**config.mk**
```make
export PLATFORM = sky130hd
export DESIGN_NAME = regfile_bypass_dreg
export DESIGN_NICKNAME = d
export VERILOG_FILES = /design/src/rtl/regfile_bypass_dreg.sv
export SDC_FILE = /design/constraint.sdc
export NUM_CORES = 2
export LEC_CHECK = 0
export CAP_MARGIN = 30
export CORE_ASPECT_RATIO = 1.2
export CORE_UTILIZATION = 55
export CTS_BUF_LIST = sky130_fd_sc_hd__clkbuf_4
export DETAILED_ROUTE_END_ITERATION = 7
export HOLD_SLACK_MARGIN = 0.15
export PLACE_DENSITY_LB_ADDON = 0.2
export SYNTH_ARGS = -nofsm -noshare
export SYNTH_HDL_FRONTEND = slang
export SYNTH_SLANG_ARGS = --single-unit
export TNS_END_PERCENT = 5
```
**constraint.sdc**
```tcl
create_clock -name clk -period 46.2 [get_ports clk]
set_input_delay 4.62 -clock clk [delete_from_list [all_inputs] [get_ports clk]]
set_output_delay 4.62 -clock clk [all_outputs]
set_load 0.005 [all_outputs]
```
**src/rtl/regfile_bypass_dreg.sv**
```systemverilog
// Register file with two bypassed read ports, prioritised E/M write ports and an
// integrated decode/execute pipeline register. Optional debug port: REGFILE_DEBUG_PORT_EN.
module regfile_bypass_dreg #(
    parameter int                 DATA_W   = 64,
    parameter int                 ADDR_W   = 4,
    parameter logic [ADDR_W-1:0]  NONE_ID  = {ADDR_W{1'b1}},
    parameter logic [ADDR_W-1:0]  SP_ID    = ADDR_W'(4),
    parameter logic [DATA_W-1:0]  SP_RESET = '0
) (
    input  logic              clk,
    input  logic              rst,
    input  logic [ADDR_W-1:0] srcA,
    input  logic [ADDR_W-1:0] srcB,
    input  logic [ADDR_W-1:0] dstE,
    input  logic [ADDR_W-1:0] dstM,
    input  logic [DATA_W-1:0] valE,
    input  logic [DATA_W-1:0] valM,
    input  logic              stall,
    input  logic              bubble,
    output logic [DATA_W-1:0] valA_q,
    output logic [DATA_W-1:0] valB_q,
    output logic [ADDR_W-1:0] srcA_q,
    output logic [ADDR_W-1:0] srcB_q,
    output logic              valid_q
`ifdef REGFILE_DEBUG_PORT_EN
    ,
    input  logic [ADDR_W-1:0] dbg_idx,
    output logic [DATA_W-1:0] dbg_val
`endif
);

    localparam int NREGS = int'(NONE_ID);

    logic [DATA_W-1:0] regs [NREGS];
    logic [DATA_W-1:0] rd_a;
    logic [DATA_W-1:0] rd_b;

    // Bypassed read: M beats E beats the stored value, matching write priority.
    function automatic logic [DATA_W-1:0] rd(input logic [ADDR_W-1:0] x);
        logic [DATA_W-1:0] v;
        v = '0;
        if (x == NONE_ID)   v = '0;
        else if (x == dstM) v = valM;
        else if (x == dstE) v = valE;
        else                v = regs[x];
        return v;
    endfunction

    // NOTE: the combinational result gets a default first, so no path can leave it unassigned and infer a latch.
    always_comb begin
        rd_a = '0;
        rd_b = '0;
        rd_a = rd(srcA);
        rd_b = rd(srcB);
    end

    // NOTE: the register array is reset explicitly because SP must come up at SP_RESET, not just X.
    always_ff @(posedge clk or posedge rst) begin
        if (rst) begin
            for (int i = 0; i < NREGS; i++)
                regs[i] <= (ADDR_W'(i) == SP_ID) ? SP_RESET : '0;
        end else begin
            for (int i = 0; i < NREGS; i++) begin
                if (ADDR_W'(i) == dstM)      regs[i] <= valM;
                else if (ADDR_W'(i) == dstE) regs[i] <= valE;
            end
        end
    end

    // NOTE: sequential state uses non-blocking assignments so every flop samples pre-edge values.
    always_ff @(posedge clk or posedge rst) begin
        if (rst) begin
            valA_q  <= '0;
            valB_q  <= '0;
            srcA_q  <= NONE_ID;
            srcB_q  <= NONE_ID;
            valid_q <= 1'b0;
        end else if (stall) begin
            valA_q  <= valA_q;
            valB_q  <= valB_q;
            srcA_q  <= srcA_q;
            srcB_q  <= srcB_q;
            valid_q <= valid_q;
        end else if (bubble) begin
            valA_q  <= '0;
            valB_q  <= '0;
            srcA_q  <= NONE_ID;
            srcB_q  <= NONE_ID;
            valid_q <= 1'b0;
        end else begin
            valA_q  <= rd_a;
            valB_q  <= rd_b;
            srcA_q  <= srcA;
            srcB_q  <= srcB;
            valid_q <= 1'b1;
        end
    end

`ifdef REGFILE_DEBUG_PORT_EN
    // Raw stored contents, deliberately bypass-free.
    always_comb begin
        dbg_val = '0;
        if (dbg_idx != NONE_ID)
            dbg_val = regs[dbg_idx];
    end
`endif

endmodule

```
# After elaboration in Yosys (flattened, before gate mapping)
# Index checks and enable logic that the tools add are counted.
# op_classes
magnitude_cmp	2
eq_ne	34
mux	47
bitwise	2
reduce_logical	17
# op_table
cell	count
64-bit two-way mux	42
64-bit binary-select mux with 4-bit select	2
4-bit equality test (first input constant)	14
3-bit by 4-bit equality test with 1-bit output (first input constant)	8
2-bit nonzero test	15
2-bit by 4-bit equality test with 1-bit output (first input constant)	4
4-bit equality test	4
5-bit greater-or-equal comparator (second input constant)	2
4-bit NOT with 5-bit output	2
1-bit by 4-bit equality test with 1-bit output (first input constant)	2
4-bit equality test (second input constant)	2
4-bit zero test	2
4-bit two-way mux	2
1-bit two-way mux	1
# totals
reg_bits	1097
in_bits	148
out_inout_bits	137
word_cells	122

# Logic depth before layout (Yosys ltp)
# depth
depth_word	8
ltp_mapped	9
depth_no_buf	5

# Least setup slack after synthesis
# No wires, ideal clock.
# synth_timing
kind	input-to-reg
startpoint	in srcB[0]
endpoint	reg valB_q[10]
setup_time_ps	125
arrival_time_ps	5988
slack_ps	40087
path_stages	6
path_cell_list	buf_2 > buf_2 > mux4_2 > a22o_1 > nor3_1 > o21ai_1
# synth_between
elab_chain_cells	8
elab_cells_between_ends	11
# synth_lines
item	line_no	source
start, declared	13	input logic [ADDR_W-1:0] srcB,
4-bit NOT with 5-bit output (not written as such)	45	else v = regs[x];
64-bit binary-select mux with 4-bit select	45	
64-bit two-way mux (not written as such) (2 in series)	45	
64-bit two-way mux	44	else if (x == dstE) v = valE;
64-bit two-way mux	43	else if (x == dstM) v = valM;
64-bit two-way mux (*)	42	if (x == NONE_ID) v = '0;
64-bit two-way mux (*)	84	end else if (bubble) begin
end signal, assigned	80	valB_q <= valB_q;
end signal, assigned	92	valB_q <= rd_b;
end, declared	21	output logic [DATA_W-1:0] valB_q,
# Every way passes the cells marked *; elsewhere a longest branch is shown, timed or not. The select of a mux whose other input is x is not followed.
# A chain may end at the register's enable or synchronous reset.

# Final worst setup path
# layout_timing
startpoint	in srcB[2]
endpoint	reg valB_q[26]
# The elaborated chain is that of the path after synthesis.

==> flow_summary_export.csv <==
group,metric,value,unit
run_status,run_status,"complete, no violations",
route,remaining_drc_errors,0,
critical_path,critPathCaptureType,"flip-flop",
critical_path,critical_path_peak_fanout,49,
clocking,htreeDepth,5,
clocking,cts_tree,"yes",
synth,synth_enable_flop_cells,0,
finish,areaGrowthSynthToFinish,8.82,%
global_route,global_route.usage.total,0.376,
sta,rsz0062_at_grt,"false",
clocking,cts_hold_buf,0,
place,buffer_ports.inserted,284,
clocking,clock-sinks,1097,
place,globalplace.congestion,0.848,
finish,nNetsFinal,6557,
synth,synth_compound_area_frac,0.142,
global_route,grt_overflow_total,0,
sta,fin_skew,0.0534,ns
clocking,cts_post_setup_buffers_inserted,0,
die,initial_core_util,0.557,
synth,mappedNetlistArea,66800,sq um
critical_path,timing_worst_setup_path_type,"input port to flip-flop",
critical_path,crit_path_start_kind,"input port",
power,pwr-share-comb,0.243,
synth,syn_area_per_cell,10.2,sq um
clocking,clock_tree.buffer_depth,4,
clocking,cts-root-buf,"clkbuf_4",
synth,synth.area.mux_share,0.301,
critical_path,worst_ep_arrival_time,8.82,ns
place,dp.final_hpwl,128,mm
synth,yosysWarningCount,0,
die,design.core.area,120000,sq um
synth,cell_taking_the_most_area_after_synthesis,"dfrtp_1",
power,cell_internal_power,1.97,mW
die,number_of_top_level_pins,285,
synth,async_reset_ff_frac,1.00,
synth,synth.ff_latch_count,1097,
sta,total_negative_slack_for_setup_checks,0,ns
critical_path,critical_path_required,47.39,ns
die,die-area,123000,sq um
synth,synth_area_leaders,"dfrtp_1 41%, mux2i_1 18%, mux4_2 11%, o21ai_0 5.5%, nand2_1 4.8%",
sta,maximum_frequency_from_static_timing_analysis,0.131,GHz
die,die_w,320,microns
hold_path,hold_removal_path_class,"flip-flop to flip-flop",
finish,ratio_of_cells_with_drive_above_1_in_the_final_layout,0.157,
synth,synth_ff_type,"dfrtp_1",
sta,number_of_failing_setup_endpoints_in_the_final_timing_report,0,
sta,tightest_slew,1.08,ns
synth,synth_cells,6534,
global_route,pin_count_of_the_biggest_net_entering_global_routing,119,
power,total_switching_power,0.938,mW
route,totalWireLength,233,mm
synth,area_share_of_the_largest_cell_type_after_synthesis,0.408,
synth,synthDistinctLibCells,40,
synth,synth_top_family_by_area,"multiplexers",
power,leak_pwr,29.3,nW
critical_path,timing.reg2reg.setup_slack,44.15,ns
synth,yosys.cell_count.top_type,"mux2i_1",
sta,layout_worst_path_cycle_share,0.165,
global_route,antenna_violations_before_repair,13,
route,route.detailed.vias_per_inst,6.81,
critical_path,reg2regPathDepth,5,
power,powerDensity,39.9,nW/um^2
route,first_pass_iters,6,
die,die_h,384,microns
route,initialDrtViolationCount,6426,
synth,mappedNetlistNets,6682,
synth,synth_xor_area_frac,0.00210,
sta,worst_slew_margin_rel,0.278,
sta,timing.final.crit_period,7.63,ns
synth,yosysSeqAreaShare,0.411,
power,clock_power_share,0.298,
hold_path,min_path_cells,2,
power,ir_drop,0.0231,mV
run,max_cap_violations,0,
die,num_rows,139,
route,vias,55600,
synth,yosys.area_share.simple,0.0815,
route,postRouteAntennaNets,0,
global_route,grt_pass1_vias,54900,
finish,final_core_utilization,0.606,
clocking,clk-insertion-delay-late,1.29,ns
clocking,numCtsBuffers,305,
sta,slew_viol_final,0,
route,routed_wirelength_normalized_by_instance_count,28.5,microns
power,sw_frac_of_total,0.323,
sta,finalHoldViolCount,0,
power,share_of_total_power_in_sequential_cells,0.459,
clocking,cts.repair.resized,0,
global_route,grt_pass1_wl,348,mm
clocking,clk_pin_slew_worst_paths,0.06,ns
synth,arithmetic_cell_share_of_the_synthesized_area_counting_full_adders_half_adders_and_majority_gates,0,
synth,ys_top_cells_by_count,"1216 x mux2i_1, 1089 x dfrtp_1, 847 x nand2_1, 731 x o21ai_0, 496 x clkbuf_1",
-- layout by cell type (no fill, tap or decap), drive strengths merged --
cell type      count
a21oi            321
a221oi           126
dfrtp           1089
bufinv             1
buf              142
or2                8
inv                5
nand2b            10
nor2b              5
mux4             321
and4               2
nor4               2
diode             10
mux2              63
nand4              4
dfstp              8
nor2             339
clkbuf           442
o21a               1
o21ai            906
nand3b             1
nand2            847
and3b              1
xnor2             16
mux2i           1216
nor3             142
clkdlybuf4s50    276
clkinv            50
a22o              63
a2bb2oi           64
o221ai           128
-- sequential cells by signal, summed over array words and instances (netlist names) --
register	count
regs	960
srcA_q	4
srcB_q	4
valA_q	64
valB_q	64
valid_q	1
-- through the flow --
| stage | total power, mW | cells | instance area [sq um] | worst slack, ns | hold slack, ns |
|---|---|---|---|---|---|
| after floorplan | 1.81 | 6534 | 66800 | 10.71 | 0.473 |
| after global placement | 2.00 | 7631 | 68500 | 37.54 | 0.474 |
| after detailed placement | 2.03 | 7643 | 68900 | 37.42 | 0.478 |
| after global routing | 3.04 | 8155 | 72700 | 38.65 | 0.513 |
| after CTS | 2.90 | 8140 | 72400 | 38.79 | 0.495 |
| final | 2.90 | 8160 | 72700 | 38.57 | 0.486 |
-- worst max-delay path, cell delays in order --
cell and delay [ns]:
buf_6 0.41, buf_4 0.83, buf_4 0.79, xnor2_1 0.18
nand4_1 0.21, nand2b_4 0.36, buf_4 0.81, o221ai_1 0.27
o21ai_1 0.21
-- final timing paths --
path / startpoint / to
worst max-delay path: srcB[2] / valB_q[26]
min in group asynchronous: rst / regs[896]
worst max register to register: regs[200] / valA_q[8]
worst min-delay path: valA_q[1] / valA_q[1]
max in group asynchronous: rst / valA_q[16]
worst min register to register: valA_q[1] / valA_q[1]
-- layout make-up --
type,instances,area [sq um]
sequential,1097,27500
clock inverter,55,241
timing repair buffer,418,4320
inverter,1,11.3
tap,1551,1940
multi-input combinational,4586,35400
antenna,10,25.0
fill,10100,47300
clock buffer,442,3320
-- routing by layer --
metal | share of wire | GRT usage
met5 | 0.00044 | 0
met3 | 0.10 | 0.0914
met1 | 0.38 | 0.485
met2 | 0.46 | 0.587
met4 | 0.051 | 0.198
-- power by group through the flow --
stage | logic, mW | registers [mW] | clock network [mW]
2_1_floorplan | 0.523 | 1.29 | 0
3_3_place_gp | 0.674 | 1.33 | 0
3_5_place_dp | 0.697 | 1.34 | 0
4_1_cts | 0.696 | 1.32 | 0.876
5_1_grt | 0.766 | 1.35 | 0.927
6_report | 0.706 | 1.33 | 0.865
-- cells by family after synthesis --
group,after synthesis
compound gates,1609
mux,1600
simple gates,1361
flops,1097
buf+inv,851
xor+xnor,16
(Power assumes the default switching activity.)
